==> config.mk <==
export PLATFORM = sky130hd
export DESIGN_NAME = mysystem_ram_arbiter_flat
export DESIGN_NICKNAME = d
export VERILOG_FILES = /design/src/rtl/mysystem_ram_arbiter_if.sv /design/src/rtl/mysystem_ram_arbiter.sv /design/src/flat_wrapper.sv
export SDC_FILE = /design/constraint.sdc
export NUM_CORES = 1
export LEC_CHECK = 0
export BUFFER_PORTS_ARGS = -buffer_cell sky130_fd_sc_hd__buf_2
export CORE_AREA = 2 2 98 100
export DETAILED_ROUTE_END_ITERATION = 8
export DIE_AREA = 0 0 100 102
export GPL_TIMING_DRIVEN = 0
export SETUP_SLACK_MARGIN = 0.2
export SLEW_MARGIN = 20
export SYNTH_ARGS = -nofsm -noshare
export SYNTH_HDL_FRONTEND = slang
export SYNTH_SLANG_ARGS = --single-unit
==> constraint.sdc <==
create_clock -name clk -period 6.6 [get_ports clk]
set_clock_uncertainty 0.1 [all_clocks]
set_input_delay 0.33 -clock clk [delete_from_list [all_inputs] [get_ports clk]]
set_output_delay 0.33 -clock clk [all_outputs]
set_load 0.02 [all_outputs]
==> src/rtl/mysystem_ram_arbiter_if.sv <==
`default_nettype none
// ============================================================================
// Module   : mysystem_ram_arbiter_if
// Brief    : Requester (m0/m1), shared-RAM and error-flag signal bundle.
// Revision : 1.0 - initial release
// ============================================================================
interface mysystem_ram_arbiter_if #(
  parameter int ADDR_W = 12
);
  logic [ADDR_W-1:0] m0_address;
  logic [3:0]        m0_byteenable;
  logic              m0_read;
  logic              m0_write;
  logic [31:0]       m0_writedata;
  logic              m0_waitrequest;
  logic [31:0]       m0_readdata;
  logic              m0_readdatavalid;

  logic [ADDR_W-1:0] m1_address;
  logic [3:0]        m1_byteenable;
  logic              m1_read;
  logic              m1_write;
  logic [31:0]       m1_writedata;
  logic              m1_waitrequest;
  logic [31:0]       m1_readdata;
  logic              m1_readdatavalid;

  logic [ADDR_W-1:0] ram_address;
  logic [3:0]        ram_byteenable;
  logic [31:0]       ram_writedata;
  logic              ram_chipselect;
  logic              ram_write;
  logic [31:0]       ram_readdata;

  logic              err_oor;
  logic              err_clr;

  modport slave (
    input  m0_address, m0_byteenable, m0_read, m0_write, m0_writedata,
    output m0_waitrequest, m0_readdata, m0_readdatavalid,
    input  m1_address, m1_byteenable, m1_read, m1_write, m1_writedata,
    output m1_waitrequest, m1_readdata, m1_readdatavalid,
    output ram_address, ram_byteenable, ram_writedata, ram_chipselect, ram_write,
    input  ram_readdata,
    output err_oor,
    input  err_clr
  );

  modport master (
    output m0_address, m0_byteenable, m0_read, m0_write, m0_writedata,
    input  m0_waitrequest, m0_readdata, m0_readdatavalid,
    output m1_address, m1_byteenable, m1_read, m1_write, m1_writedata,
    input  m1_waitrequest, m1_readdata, m1_readdatavalid,
    input  ram_address, ram_byteenable, ram_writedata, ram_chipselect, ram_write,
    output ram_readdata,
    input  err_oor,
    output err_clr
  );
endinterface
`default_nettype wire

==> src/rtl/mysystem_ram_arbiter.sv <==
`default_nettype none
// ============================================================================
// Module   : mysystem_ram_arbiter
// Brief    : Two-port fixed-priority RAM arbiter (m1 preferred) with m0
//            starvation guard, range check and 1-cycle read return routing.
// Revision : 1.0 - initial release
// ============================================================================
module mysystem_ram_arbiter #(
  parameter int DEPTH        = 3250,
  parameter int ADDR_W       = 12,
  parameter int STARVE_LIMIT = 4
) (
  input  wire logic                clk,
  input  wire logic                reset,
  mysystem_ram_arbiter_if.slave    bus
);

  localparam logic [3:0]  c_STARVE_LIMIT = 4'(STARVE_LIMIT);
  localparam logic [31:0] c_DEPTH        = 32'(DEPTH);

  typedef enum logic [1:0] {
    GNT_NONE = 2'd0,
    GNT_M0   = 2'd1,
    GNT_M1   = 2'd2
  } grant_e;

  grant_e            w_grant;
  logic              w_m0_req;
  logic              w_m1_req;
  logic              w_force_m0;
  logic              w_gnt_any;
  logic              w_in_range;
  logic [ADDR_W-1:0] w_sel_addr;
  logic [3:0]        w_sel_be;
  logic [31:0]       w_sel_wdata;
  logic              w_sel_wr;
  logic              w_sel_rd;
  logic              w_rd_valid;
  logic [31:0]       w_rd_word;

  logic [3:0]        r_starve_cnt;
  logic              r_rd_pending;
  logic              r_rd_owner;
  logic              r_rd_oor;
  logic              r_err_oor;

  assign w_m0_req   = bus.m0_read | bus.m0_write;
  assign w_m1_req   = bus.m1_read | bus.m1_write;
  assign w_force_m0 = w_m0_req && (r_starve_cnt == c_STARVE_LIMIT);

  always_comb begin
    w_grant = GNT_NONE;
    if (!reset) begin
      if (w_force_m0)    w_grant = GNT_M0;
      else if (w_m1_req) w_grant = GNT_M1;
      else if (w_m0_req) w_grant = GNT_M0;
    end
  end

  // Read+write on one port collapses to a write.
  always_comb begin
    w_sel_addr  = '0;
    w_sel_be    = 4'h0;
    w_sel_wdata = 32'h0;
    w_sel_wr    = 1'b0;
    w_sel_rd    = 1'b0;
    case (w_grant)
      GNT_M0: begin
        w_sel_addr  = bus.m0_address;
        w_sel_be    = bus.m0_byteenable;
        w_sel_wdata = bus.m0_writedata;
        w_sel_wr    = bus.m0_write;
        w_sel_rd    = bus.m0_read & ~bus.m0_write;
      end
      GNT_M1: begin
        w_sel_addr  = bus.m1_address;
        w_sel_be    = bus.m1_byteenable;
        w_sel_wdata = bus.m1_writedata;
        w_sel_wr    = bus.m1_write;
        w_sel_rd    = bus.m1_read & ~bus.m1_write;
      end
      default: ;
    endcase
  end

  assign w_gnt_any  = (w_grant != GNT_NONE);
  assign w_in_range = (32'(w_sel_addr) < c_DEPTH);

  assign bus.ram_address    = w_sel_addr;
  assign bus.ram_byteenable = w_sel_be;
  assign bus.ram_writedata  = w_sel_wdata;
  assign bus.ram_chipselect = w_gnt_any & w_in_range;
  assign bus.ram_write      = w_gnt_any & w_in_range & w_sel_wr;

  assign bus.m0_waitrequest = reset | (w_m0_req & (w_grant != GNT_M0));
  assign bus.m1_waitrequest = reset | (w_m1_req & (w_grant != GNT_M1));

  always_ff @(posedge clk) begin
    if (reset) begin
      r_starve_cnt <= 4'd0;
      r_rd_pending <= 1'b0;
      r_rd_owner   <= 1'b0;
      r_rd_oor     <= 1'b0;
      r_err_oor    <= 1'b0;
    end else begin
      if (w_m0_req && (w_grant != GNT_M0)) begin
        if (r_starve_cnt != 4'hF) r_starve_cnt <= r_starve_cnt + 4'd1;
      end else begin
        r_starve_cnt <= 4'd0;
      end
      r_rd_pending <= w_gnt_any & w_sel_rd;
      r_rd_owner   <= (w_grant == GNT_M1);
      r_rd_oor     <= ~w_in_range;
      // A fresh out-of-range grant outranks a simultaneous clear.
      if (w_gnt_any && !w_in_range) r_err_oor <= 1'b1;
      else if (bus.err_clr)         r_err_oor <= 1'b0;
    end
  end

  assign w_rd_valid = r_rd_pending & ~reset;
  assign w_rd_word  = r_rd_oor ? 32'h0 : bus.ram_readdata;

  assign bus.m0_readdatavalid = w_rd_valid & ~r_rd_owner;
  assign bus.m1_readdatavalid = w_rd_valid &  r_rd_owner;
  assign bus.m0_readdata      = (w_rd_valid & ~r_rd_owner) ? w_rd_word : 32'h0;
  assign bus.m1_readdata      = (w_rd_valid &  r_rd_owner) ? w_rd_word : 32'h0;
  assign bus.err_oor          = r_err_oor;

endmodule
`default_nettype wire
==> src/flat_wrapper.sv <==
// flat-port wrapper written by rule: the top's interface ports become plain ports
module mysystem_ram_arbiter_flat 
#(
  parameter int DEPTH        = 3250,
  parameter int ADDR_W       = 12,
  parameter int STARVE_LIMIT = 4
)
  (clk, reset, bus_m0_address, bus_m0_byteenable, bus_m0_read, bus_m0_write, bus_m0_writedata, bus_m0_waitrequest, bus_m0_readdata, bus_m0_readdatavalid, bus_m1_address, bus_m1_byteenable, bus_m1_read, bus_m1_write, bus_m1_writedata, bus_m1_waitrequest, bus_m1_readdata, bus_m1_readdatavalid, bus_ram_address, bus_ram_byteenable, bus_ram_writedata, bus_ram_chipselect, bus_ram_write, bus_ram_readdata, bus_err_oor, bus_err_clr);
  mysystem_ram_arbiter_if #(.ADDR_W(ADDR_W)) bus_i ();
  input  wire logic clk;
  input  wire logic reset;
  input wire logic [$bits(bus_i.m0_address)-1:0] bus_m0_address;
  input wire logic [$bits(bus_i.m0_byteenable)-1:0] bus_m0_byteenable;
  input wire logic [$bits(bus_i.m0_read)-1:0] bus_m0_read;
  input wire logic [$bits(bus_i.m0_write)-1:0] bus_m0_write;
  input wire logic [$bits(bus_i.m0_writedata)-1:0] bus_m0_writedata;
  output wire logic [$bits(bus_i.m0_waitrequest)-1:0] bus_m0_waitrequest;
  output wire logic [$bits(bus_i.m0_readdata)-1:0] bus_m0_readdata;
  output wire logic [$bits(bus_i.m0_readdatavalid)-1:0] bus_m0_readdatavalid;
  input wire logic [$bits(bus_i.m1_address)-1:0] bus_m1_address;
  input wire logic [$bits(bus_i.m1_byteenable)-1:0] bus_m1_byteenable;
  input wire logic [$bits(bus_i.m1_read)-1:0] bus_m1_read;
  input wire logic [$bits(bus_i.m1_write)-1:0] bus_m1_write;
  input wire logic [$bits(bus_i.m1_writedata)-1:0] bus_m1_writedata;
  output wire logic [$bits(bus_i.m1_waitrequest)-1:0] bus_m1_waitrequest;
  output wire logic [$bits(bus_i.m1_readdata)-1:0] bus_m1_readdata;
  output wire logic [$bits(bus_i.m1_readdatavalid)-1:0] bus_m1_readdatavalid;
  output wire logic [$bits(bus_i.ram_address)-1:0] bus_ram_address;
  output wire logic [$bits(bus_i.ram_byteenable)-1:0] bus_ram_byteenable;
  output wire logic [$bits(bus_i.ram_writedata)-1:0] bus_ram_writedata;
  output wire logic [$bits(bus_i.ram_chipselect)-1:0] bus_ram_chipselect;
  output wire logic [$bits(bus_i.ram_write)-1:0] bus_ram_write;
  input wire logic [$bits(bus_i.ram_readdata)-1:0] bus_ram_readdata;
  output wire logic [$bits(bus_i.err_oor)-1:0] bus_err_oor;
  input wire logic [$bits(bus_i.err_clr)-1:0] bus_err_clr;
  assign bus_i.m0_address = bus_m0_address;
  assign bus_i.m0_byteenable = bus_m0_byteenable;
  assign bus_i.m0_read = bus_m0_read;
  assign bus_i.m0_write = bus_m0_write;
  assign bus_i.m0_writedata = bus_m0_writedata;
  assign bus_m0_waitrequest = bus_i.m0_waitrequest;
  assign bus_m0_readdata = bus_i.m0_readdata;
  assign bus_m0_readdatavalid = bus_i.m0_readdatavalid;
  assign bus_i.m1_address = bus_m1_address;
  assign bus_i.m1_byteenable = bus_m1_byteenable;
  assign bus_i.m1_read = bus_m1_read;
  assign bus_i.m1_write = bus_m1_write;
  assign bus_i.m1_writedata = bus_m1_writedata;
  assign bus_m1_waitrequest = bus_i.m1_waitrequest;
  assign bus_m1_readdata = bus_i.m1_readdata;
  assign bus_m1_readdatavalid = bus_i.m1_readdatavalid;
  assign bus_ram_address = bus_i.ram_address;
  assign bus_ram_byteenable = bus_i.ram_byteenable;
  assign bus_ram_writedata = bus_i.ram_writedata;
  assign bus_ram_chipselect = bus_i.ram_chipselect;
  assign bus_ram_write = bus_i.ram_write;
  assign bus_i.ram_readdata = bus_ram_readdata;
  assign bus_err_oor = bus_i.err_oor;
  assign bus_i.err_clr = bus_err_clr;
  mysystem_ram_arbiter #(.DEPTH(DEPTH), .ADDR_W(ADDR_W), .STARVE_LIMIT(STARVE_LIMIT)) u_core (.clk(clk), .reset(reset), .bus(bus_i));
endmodule
Word-level counts from Yosys, hierarchy flattened
Cells that the tools add are included.
{ "word_totals": {"ff_bits": 8, "out_inout_bits": 119} }
{ "op_classes": {"bitwise": 20, "addsub": 1, "n_lt_le_gt_ge": 1, "n_eq_ne": 6, "reduce_logical": 7, "muxes": 14} }
{ "ops": {"columns": ["op", "n"], "rows": [
  ["two-way mux 32 bit", 3],
  ["case mux 32 bit (2 select lines)", 1],
  ["case mux 12 bit (2 select lines)", 1],
  ["< comparator 12 bit (second input constant)", 1],
  ["AND 1 bit", 10],
  ["case mux 4 bit (2 select lines)", 1],
  ["two-way mux 2 bit", 3],
  ["inverter 1 bit", 6],
  ["adder 4 x 1 -> 4 bit (second input constant)", 1],
  ["== test 4 x 3 -> 1 bit (second input constant)", 1],
  ["inequality test 4 bit (second input constant)", 1],
  ["OR 1 bit", 4],
  ["case mux 1 bit (2 select lines)", 2],
  ["nonzero test 2 bit", 2],
  ["logical AND 1 bit", 3],
  ["two-way mux 1 bit", 3],
  ["== test 2 x 1 -> 1 bit (second input constant)", 1],
  ["== test 2 bit (second input constant)", 1],
  ["inequality test 2 x 1 -> 1 bit (second input constant)", 1],
  ["inequality test 2 bit (second input constant)", 1],
  ["OR reduction 2 bit", 1],
  ["zero test 1 bit", 1]
]} }

Longest topological paths before layout
Gate-level depths: netlist of run 1.
{ "depth": {"word_depth": 11, "depth_mapped": 14, "mapped_depth_nobuf": 12} }

Worst setup path before layout of run 1
No wires, ideal clock.
{ "synth_timing": {"path_type": "flip-flop to output port", "from": "register u_core.r_starve_cnt[0]", "to": "output port bus_ram_write", "t_arrival_ns": 2.550, "n_path_buf": 1, "setup_slack_ns": 3.620, "t_required_ns": 6.170, "path_stages_with_launch": 12, "path_cell_list": "dfxtp_1 -> inv_1 -> ha_1 -> nand3b_1 -> nor2_1 -> or3_1 -> ha_1 -> clkbuf_1 -> nor2_1 -> a211oi_2 -> a21boi_2 -> nor4_2"} }
{ "synth_between": {"elab_chain_cells": 9, "elab_cells_between_ends": 12} }
{ "synth_rtl": {"columns": ["element", "line_no", "rtl"], "rows": [
  ["start: declaration", "mysystem_ram_arbiter.sv:41", "logic [3:0] r_starve_cnt;"],
  ["start signal: assignment", "mysystem_ram_arbiter.sv:107", "if (r_starve_cnt != 4'hF) r_starve_cnt <= r_starve_cnt + 4'd1;"],
  ["== test 4 x 3 -> 1 bit *", "mysystem_ram_arbiter.sv:49", "assign w_force_m0 = w_m0_req && (r_starve_cnt == c_STARVE_LIMIT);"],
  ["logical AND 1 bit *", "mysystem_ram_arbiter.sv:49", null],
  ["two-way mux 2 bit *", "mysystem_ram_arbiter.sv:54", "if (w_force_m0) w_grant = GNT_M0;"],
  ["two-way mux 2 bit *", "mysystem_ram_arbiter.sv:53", "if (!reset) begin"],
  ["== test 2 bit / == test 2 x 1 -> 1 bit (equally long branches)", "mysystem_ram_arbiter.sv:67", "case (w_grant)"],
  ["case mux 12 bit (2 select lines) *", "mysystem_ram_arbiter.sv:67", null],
  ["via bus_ram_address[9]", "flat_wrapper.sv:28", "output wire logic [$bits(bus_i.ram_address)-1:0] bus_ram_address;"],
  ["< comparator 12 bit *", "mysystem_ram_arbiter.sv:87", "assign w_in_range = (32'(w_sel_addr) < c_DEPTH);"],
  ["AND 1 bit * (2 in a row)", "mysystem_ram_arbiter.sv:93", "assign bus.ram_write = w_gnt_any & w_in_range & w_sel_wr;"],
  ["end: declaration", "flat_wrapper.sv:32", "output wire logic [$bits(bus_i.ram_write)-1:0] bus_ram_write;"]
]} }
The timed path passes the listed nets; every way through them passes the cells marked *.

Worst setup path in the final report of run 1
{ "layout_timing": {"from": "register u_core.r_starve_cnt[0]", "to": "output port bus_ram_writedata[12]"} }
{ "layout_between": {"elab_chain_cells": 6, "elab_cells_between_ends": 7} }
{ "layout_rtl": {"columns": ["element", "line_no", "rtl"], "rows": [
  ["== test 4 x 3 -> 1 bit *", "mysystem_ram_arbiter.sv:49", null],
  ["logical AND 1 bit *", "mysystem_ram_arbiter.sv:49", null],
  ["two-way mux 2 bit *", "mysystem_ram_arbiter.sv:54", null],
  ["two-way mux 2 bit *", "mysystem_ram_arbiter.sv:53", null],
  ["== test 2 bit / == test 2 x 1 -> 1 bit (equally long branches)", "mysystem_ram_arbiter.sv:67", null],
  ["case mux 32 bit (2 select lines) *", "mysystem_ram_arbiter.sv:67", null],
  ["end: declaration", "flat_wrapper.sv:30", "output wire logic [$bits(bus_i.ram_writedata)-1:0] bus_ram_writedata;"]
]} }
Mark *: on every way between the ends. The rest lies on a longest branch, timed or not.

==> results of run 1 <==
[final timing paths]
kind	startpoint	slack (ns)	end
worst max-delay path	u_core.r_starve_cnt[0]	3.18	bus_ram_writedata[12]
worst min-delay path	bus_err_clr	0.33	u_core.bus.err_oor
worst min register to register	u_core.bus.err_oor	0.38	u_core.bus.err_oor
worst max register to register	u_core.r_starve_cnt[0]	3.93	u_core.bus.err_oor
[flip-flops by register name (all words and copies together) (netlist names)]
register	count
u_core.r_rd_oor	1
u_core.r_starve_cnt	4
u_core.bus.err_oor	1
u_core.r_rd_owner	1
u_core.r_rd_pending	1
[stage by stage]
stage               std cells  total power [mW]  hold WS, ns
floorplan                 287            0.1362       0.4024
global placement          651            0.2086       0.3627
detailed placement        651            0.2116       0.3759
CTS                       654            0.2711       0.3299
global route              654            0.2901       0.3525
finish                    654            0.2696       0.3326
[kinds of logic after synthesis]
logic type | synth area share, %
AND/OR/NAND/NOR | 46.64
AO/OA/AOI/OAI | 29.03
buffers and inverters | 9.925
flip-flops | 9.552
adder cells (fa/ha/maj) | 3.731
XOR/XNOR | 0.5225
multiplexers | 0.5970
[power by group]
| part | leakage (nW) | internal (mW) | switching, mW |
|---|---|---|---|
| Combinational | 1.77 | 0.0669 | 0.0918 |
| Clock | 0.0216 | 0.0395 | 0.0194 |
| Sequential | 0.0651 | 0.0502 | 0.00179 |
[tightest hold or removal path, delay by kind of cell]
family / cells / cell delay (ns)
AO/OA/AOI/OAI: 1 / 0.13
buffers and inverters: 1 / 0.09
AND/OR/NAND/NOR: 1 / 0.08
[area by class of cell]
class / instances / area [um2]
tap: 111 / 138.9
timing repair buffer: 253 / 1266
sequential: 8 / 160.2
buffer: 29 / 140.1
fill: 1020 / 5986
inverter: 7 / 26.28
clock buffer: 3 / 41.29
multi-input combinational: 243 / 1350
[synthesized netlist by cell type]
cell	n	share of area, %
a31oi_1	1	0.37
buf_2	4	1.2
buf_6	3	2.0
a211oi_1	2	0.90
nor4_2	1	0.75
a22o_1	1	0.52
nand3_1	2	0.60
mux2i_1	1	0.60
ha_1	5	3.7
o2111ai_1	1	0.52
o21ai_1	2	0.60
buf_4	1	0.45
nor3_1	3	0.90
a2111oi_0	1	0.52
dfxtp_1	8	9.6
clkbuf_1	18	4.0
nor2b_1	1	0.37
a22oi_1	47	21
or2_2	1	0.37
nand2b_1	32	12
a22oi_2	1	0.75
a21oi_1	1	0.30
nor3b_1	1	0.45
and2b_1	1	0.45
or3_1	2	0.75
xnor2_1	1	0.52
nor2_1	121	27
buf_1	3	0.67
a211oi_2	2	1.5
inv_2	1	0.22
nand3b_1	4	1.8
nand2_1	3	0.67
o211ai_1	1	0.45
a21boi_2	1	0.67
or3b_1	1	0.52
inv_1	6	1.3
o21bai_1	2	0.90
[per-layer routing]
metal | global-route usage, % | share of wire [%] | up-vias
met5 | 0 | 0 | -
met4 | 6.955 | 3.7 | 0
met3 | 3.488 | 9.1 | 18
met2 | 29.57 | 50 | 181
met1 | 16.73 | 37 | 1293
li1 | - | - | 1488
==> impl_metrics.yaml, run 1 <==
status:
  outcome: "completed"
synthesis:
  ys_ff_latch: 8
  syn_area_per_cell_um2: 5.842
  yosysSeqAreaShare_pct: 9.552
  syn_inst: 287
  ys_warn_count: 0
  synth_nets: 427
  synth.distinct_cells: 37
  syn_area_mm2: 0.001677
critical_path:
  crit_family: "buffers and inverters"
  end_kind: "primary output"
  ff2ff_path_depth: 13
  worst-path-buf-inv: 5
  crit_cells: 11
  critPathSlowestCell: "buf_1"
  cp_cell_sequence: "inv_1 > ha_1 > nand3b_1 > nor2_1 > or3_1 > ha_1 > clkbuf_1 > buf_2 > buf_1 > nor2_1 > buf_2"
  crit_fanout: 10
  required_ns: 6.17
  critPathMaxStageDelay_ns: 0.41
  worstSetupStartpointType: "register"
  arrival_ns: 2.99
  path_class: "reg2out"
global_route:
  grt_pass1_vias: 2588
  grt_start_max_net_pins: 11
  grt_first_pass_wirelength_mm: 12.69
  grt_usage_pct: 15.67
  overflow: 0
  antenna_found_initial: 0
die:
  start_util_pct: 18.41
  coreArea_mm2: 0.009109
  ios: 254
  die_h_um: 102
  die_w_um: 100
  placementRows: 35
  dieArea_mm2: 0.01020
detailed_routing:
  antenna_left: 0
  drc_errors: 0
  vias: 2980
  via_per_inst: 4.557
  drtPass1Iterations: 4
  drt_iter0_drc: 117
  drt-wirelength-per-cell_um: 13.62
  wl_mm: 8.907
sta:
  setup_viol: 0
  fin_crit_ns: 3.423
  maxSlewViolCount: 0
  post-route-period-util_pct: 51.86
  worst_slew_pin_slew_ns: 0.4950
  fmax_mhz: 292.2
  rsz0062_at_grt: "no"
  finalSetupTns_ns: 0
  relSlewSlack_pct: 67.00
  final-hold-violation-count: 0
  fin_ws_ns: 3.177
clock_network:
  cts_sinks: 8
  clk-insertion-delay-late_ns: 0.23
  clk_pin_slew_worst_paths_ns: 0.04
  htree_levels: 1
  post-cts-setup-buffers: 0
  postCtsResizedCells: 0
  cts_buffers: 3
  cts_tree: "built"
  holdBufCountCts: 0
  cts_root_buffer: "clkbuf_8"
  cts_buffer_depth: 2
cells_and_area:
  synthToLayoutAreaGrowth_pct: 86.27
  drive_above_1_share_pct: 49.91
  layout_common_cells: "buf_2, nor2_1, a22oi_1, nand2b_1, clkbuf_1"
  final_area_mm2: 0.003123
  nNetsFinal: 685
  final_common_cell: "buf_2"
  postLayoutCoreUtil_pct: 34.29
  diodes: 0
power:
  powerDensity_mw_per_mm2: 86.33
  ir_drop_uv: 46.88
  p_leak_nw: 1.860
placed_design:
  placed_area_mm2: 0.003082
  hpwl_mm: 7.818
  port_buffers: 253
  dpl_worst_slack_ns: 3.416
  gp_congestion: 0.8329
min_path:
  hold_path_depth: 3
  hp-class: "in2reg"
job:
  drv_cap: 0
Power figures use the tool's default switching activity.
==> inputs of run 2 (changes only) <==
Clock period 6.6 ns to 3.4 ns, I/O delays scaled along.
==> run 2 against run 1 <==
Sequential share of layout area about the same. Critical endpoint is now bus_ram_write. Cell area increased by 0.80%. Clock-buffer cell count unchanged. Worst hold slack got worse by 0.16 ns. Setup slack got worse by 2.8 ns. Non-clock buffer count increased by 1. Combinational power increased by 96%. Clock power increased by 94%. First-iteration DRC count increased by 10%. Largest cell class unchanged. Highest routed layer unchanged.
==> impl_metrics.yaml, run 2 (synthesized netlist as in run 1, its figures left out) <==
cells_and_area:
  synthToLayoutAreaGrowth_pct: 87.76
  diodes: 0
  nNetsFinal: 686
  final_area_mm2: 0.003148
  drive_above_1_share_pct: 52.02
  largest-register: "u_core.r_starve_cnt"
  layout_common_cells: "buf_2, nor2_1, a22oi_1, nand2b_1, clkbuf_1"
  largest_register_ffs: 4
  final_common_cell: "buf_2"
min_path:
  hp-class: "in2reg"
  hold_start: "bus_err_clr"
  hold_end: "u_core.bus.err_oor"
  hold_path_depth: 3
status:
  outcome: "completed"
die:
  die_w_um: 100
  start_util_pct: 18.41
  die_h_um: 102
  dieArea_mm2: 0.01020
  placementRows: 35
  ios: 254
  coreArea_mm2: 0.009109
sta:
  fin_crit_ns: 3.070
  rsz0062_at_grt: "yes"
  finalSetupTns_ns: 0
  setup_viol: 0
  fin_ws_ns: 0.3305
  relSlewSlack_pct: 66.10
  maxSlewViolCount: 0
  hold_slack_ns: 0.1689
  fmax_mhz: 325.8
  worst_slew_pin_slew_ns: 0.5085
  post-route-period-util_pct: 90.28
  final-hold-violation-count: 0
critical_path:
  required_ns: 3.13
  crit_family: "simple AND/OR/NAND/NOR gates"
  cp_cell_sequence: "inv_1 > ha_1 > nand3b_1 > nor2_1 > or3_4 > ha_1 > buf_4 > a22oi_1 > o211ai_1 > o2111ai_1 > a21boi_2 > nor4_2 > buf_2"
  worst-path-buf-inv: 3
  arrival_ns: 2.80
  critPathSlowestCell: "or3_4"
  worstSetupStartpointType: "register"
  critPathMaxStageDelay_ns: 0.39
  end_kind: "primary output"
  r2r-start: "u_core.r_starve_cnt[0]"
  cpMostUsedCell: "ha_1"
  r2r_end: "u_core.bus.err_oor"
  r2r_setup_slack_ns: 0.70
  path_class: "reg2out"
  crit_fanout: 9
  ff2ff_path_depth: 13
global_route:
  antenna_found_initial: 0
  overflow: 0
  grt_usage_pct: 15.65
  grt_pass1_vias: 2593
  grt_first_pass_wirelength_mm: 12.67
  grt_start_max_net_pins: 11
placed_design:
  hpwl_mm: 7.818
  gp_congestion: 0.8329
  dpl_worst_slack_ns: 0.3762
  port_buffers: 253
  placed_area_mm2: 0.003082
power:
  p_total_mw: 0.5268
  p_sw_mw: 0.2189
  pwr-share-seq_pct: 19.2
  clkPwrFrac_pct: 21.6
  power.share.switching_pct: 41.55
  p_leak_nw: 1.889
  internal_power_mw: 0.3079
  ir_drop_uv: 87.49
  powerDensity_mw_per_mm2: 167.4
  p_comb_share_pct: 59.2
detailed_routing:
  via_per_inst: 4.588
  drtPass1Iterations: 5
  vias: 3005
  antenna_left: 0
  drt-wirelength-per-cell_um: 13.58
  drc_errors: 0
  wl_mm: 8.895
  drt_iter0_drc: 129
clock_network:
  cts_buffers: 3
  htree_levels: 1
  cts_root_buffer: "clkbuf_8"
  clk-insertion-delay-late_ns: 0.23
  clk_pin_slew_worst_paths_ns: 0.04
  cts_sinks: 8
  cts_tree: "built"
  cts_buffer_depth: 2
job:
  drv_cap: 0
-- run 2: through the flow --
stage / util (%) / cells
after floorplan: - / 287
after global placement: 33.83 / 651
after detailed placement: 33.83 / 651
after CTS: 34.34 / 654
after global routing: 34.56 / 655
final: 34.56 / 655
-- run 2: worst register-to-register path, stage by stage, from the launching register on --
cell and delay, ns:
dfxtp_2 0.36, inv_1 0.05, ha_1 0.19, nand3b_1 0.11
nor2_1 0.05, or3_4 0.39, ha_1 0.18, buf_4 0.17
a22oi_1 0.24, o211ai_1 0.18, o2111ai_1 0.14, a21boi_2 0.10
buf_4 0.15, a22o_1 0.18
-- run 2: layout make-up --
type                    instances  area (um2)
fillers                      1016        5961
multi-input cells             243        1355
repair buffers                254        1274
flip-flops and latches          8       162.7
plain buffers                  29       150.1
well taps                     111       138.9
clock buffers                   3       41.29
inverters                       7       26.28
-- run 2: routing by layer --
| metal | wire [um] | GRT usage (%) | vias up |
|---|---|---|---|
| met5 | 0 | 0 | - |
| met2 | 4449 | 29.31 | 186 |
| li1 | - | - | 1487 |
| met3 | 808 | 3.557 | 20 |
| met4 | 360 | 7.482 | 0 |
| met1 | 3276 | 16.65 | 1312 |
-- run 2: how the worst max path moves through the flow --
stage	from	slack, ns	end	cells after the start
after floorplan	u_core.r_starve_cnt[0]	0.58	bus_ram_write	11
after CTS	u_core.r_starve_cnt[0]	0.24	bus_ram_write	13
after global placement	u_core.r_starve_cnt[0]	0.42	bus_ram_writedata[29]	11
after global routing	u_core.r_starve_cnt[0]	0.15	bus_ram_write	13
after detailed placement	u_core.r_starve_cnt[0]	0.38	bus_ram_writedata[29]	11
final	u_core.r_starve_cnt[0]	0.33	bus_ram_write	13
-- run 2: power groups by stage --
stage                     Clock [mW]  Sequential [mW]  Combinational [mW]
after floorplan                    0            0.102               0.163
after global placement             0            0.102               0.303
after detailed placement           0            0.102               0.308
after CTS                      0.116            0.101               0.311
after global routing           0.123            0.102               0.342
final                          0.114            0.101               0.312
-- run 2: repair_timing --
item | 4_1_cts | 5_1_grt
hold endpoints to repair | 0 | 0
endpoints found under the setup margin | 37 | 45
hold buffers | 0 | 0
pin swaps | 0 | 3
cloned | 0 | 0
gates resized for setup | 4 | 11
setup buffers | 0 | 1
==> inputs of run 3 (changes only) <==
Settings changed: ABC_AREA from default to 1, CORE_AREA 2 2 98 100 to 3 3 98 100, DIE_AREA 0 0 100 102 to 0 0 101 103.
==> run 3 against run 2 <==
First-iteration DRC count fell by 25%. Cell area rose by 2.7%. Utilization rose by 2.3 points. Global-route usage rose by 1.5 points. Combinational power fell by 6%. Non-clock buffer count fell by 2. Clock power barely moved. Cell count rose by 12%. Flip-flop and latch count did not move. Sequential power barely moved. Critical endpoint unchanged.
==> impl_metrics.yaml, run 3 <==
placed_design:
  dp_cells: 728
  dpl_worst_slack_ns: 0.5946
  placed_area_mm2: 0.003181
  hpwl_mm: 8.699
  gp_congestion: 0.8317
  port_buffers: 253
die:
  die_w_um: 101
  coreArea_mm2: 0.008763
  ios: 254
  start_util_pct: 20.30
  placementRows: 34
  die_h_um: 103
  dieArea_mm2: 0.01040
detailed_routing:
  drt_iter0_drc: 97
  drtPass1Iterations: 4
  wl_mm: 9.797
  via_per_inst: 4.487
  drt-wirelength-per-cell_um: 13.40
  vias: 3280
  drc_errors: 0
  antenna_left: 0
cells_and_area:
  nNetsFinal: 765
  final_common_cell: "buf_2"
  diodes: 0
  postLayoutCoreUtil_pct: 36.89
  final_area_mm2: 0.003233
  fillers: 993
  layout_common_cells: "buf_2, nand2_1, nor3_1, inv_1, a21oi_1"
  final_cells: 731
  synthToLayoutAreaGrowth_pct: 81.72
  largest_register_ffs: 4
  drive_above_1_share_pct: 44.62
  largest-register: "u_core.r_starve_cnt"
power:
  clkPwrFrac_pct: 22.1
  p_leak_nw: 2.096
  pwr-share-seq_pct: 19.9
  p_sw_mw: 0.2138
  power.share.switching_pct: 42.35
  internal_power_mw: 0.2910
  p_comb_share_pct: 58.0
  p_total_mw: 0.5049
  ir_drop_uv: 73.27
  powerDensity_mw_per_mm2: 156.2
sta:
  worst_slew_pin_slew_ns: 0.4975
  hold_slack_ns: 0.1153
  post-route-period-util_pct: 84.93
  rsz0062_at_grt: "no"
  maxSlewViolCount: 0
  fmax_mhz: 346.3
  setup_viol: 0
  finalSetupTns_ns: 0
  relSlewSlack_pct: 66.84
  final-hold-violation-count: 0
  fin_crit_ns: 2.888
  fin_ws_ns: 0.5125
critical_path:
  required_ns: 3.13
  worst-path-buf-inv: 5
  critPathMaxStageDelay_ns: 0.40
  end_kind: "primary output"
  cp_cell_sequence: "inv_1 > ha_1 > nand3_1 > nor2_1 > nor3_2 > inv_1 > ha_1 > buf_2 > inv_4 > nand2_1 > nand2_1 > o21bai_2 > nand3_1 > nor2_1 > buf_2"
  crit_fanout: 10
  critPathSlowestCell: "dfxtp_1"
  crit_family: "simple AND/OR/NAND/NOR gates"
  path_class: "reg2out"
  arrival_ns: 2.62
  worstSetupStartpointType: "register"
synthesis:
  ys_ff_latch: 8
  syn_area_mm2: 0.001779
  synth_area_leaders: "nand2_1, nor3_1, a21oi_1"
  synth.distinct_cells: 22
  synth_edf_count: 0
  ys_warn_count: 0
  yosysSeqAreaShare_pct: 9.001
  async_reset_ff_share_pct: 0
  ys.flop_type: "dfxtp_1"
  synth_top_area_share_pct: 25.53
  ys_top_cells_by_count: "nand2_1, nor3_1, inv_1"
  synth_most_common_cell: "nand2_1"
  syn_inst: 367
  synth_nets: 507
  yosys.area.top_type: "nand2_1"
  syn_area_per_cell_um2: 4.848
global_route:
  grtUsageMet2_pct: 36.10
  overflow: 0
  met1_usage_pct: 17.73
  antenna_found_initial: 0
  grt_usage_pct: 17.15
  busiest_layer: "met2"
  grt_pass1_vias: 3087
  grt_first_pass_wirelength_mm: 14.41
  grtUsageMet3_pct: 2.165
  grt_start_max_net_pins: 11
clock_network:
  htree_levels: 1
  cts_buffer_depth: 2
  clk-insertion-delay-late_ns: 0.23
  post-cts-setup-buffers: 0
  cts_root_buffer: "clkbuf_8"
  cts_tree: "built"
  cts_sinks: 8
  clk_pin_slew_worst_paths_ns: 0.04
  cts_buffers: 3
min_path:
  hp-class: "in2reg"
status:
  outcome: "completed"
job:
  drv_cap: 0
run 3: cell types whose count changed after synthesis, sizes merged, moves of 5 or more:
cell	delta
inv	+51
a22oi	-48
nand2	+121
nand3	+8
clkbuf	-5
nand2b	-32
a21oi	+44
nor2	-109
nor3	+64
run 3: layer usage:
layer | wire length, um | vias up
met3 | 925 | 8
met2 | 5261 | 172
met5 | 0 | -
met4 | 82 | 0
met1 | 3527 | 1428
li1 | - | 1672
run 3: logic make-up after synthesis:
logic type      after synthesis  share of synthesized area, %
simple gates                214                         51.76
buf+inv                      86                         20.04
flops                         8                         9.001
xor+xnor                      1                        0.4924
compound gates               53                         15.19
fa+ha+maj                     5                         3.516
run 3: layout make-up:
type | instances | area [um2] | share of cell area (%)
buffer | 28 | 138.9 | 4.296
clock buffer | 3 | 41.29 | 1.277
inverter | 58 | 220.2 | 6.811
multi-input combinational | 273 | 1271 | 39.32
sequential | 8 | 160.2 | 4.954
tap | 108 | 135.1 | 4.180
timing repair buffer | 253 | 1266 | 39.16
run 3: worst paths after layout:
kind | startpoint | to | slack [ns] | depth (start not counted)
setup reg to reg | u_core.r_starve_cnt[0] | u_core.bus.err_oor | 1.02 | 15
setup / recovery | u_core.r_starve_cnt[0] | bus_ram_write | 0.51 | 15
hold reg to reg | u_core.bus.err_oor | u_core.bus.err_oor | 0.39 | 2
hold / removal | reset | u_core.r_rd_owner | 0.12 | 2
run 3: power by group through the flow:
stage                     Combinational (mW)  Clock [mW]  Sequential [mW]
after floorplan                        0.151           0            0.101
after global placement                 0.288           0            0.102
after detailed placement               0.293           0            0.102
after CTS                              0.294       0.115            0.100
after global routing                   0.327       0.119            0.101
final                                  0.293       0.111            0.101
run 3: what timing repair did:
item	in CTS	in global routing
hold buffers	0	0
resized for setup	0	3
endpoints found under the setup margin	0	2
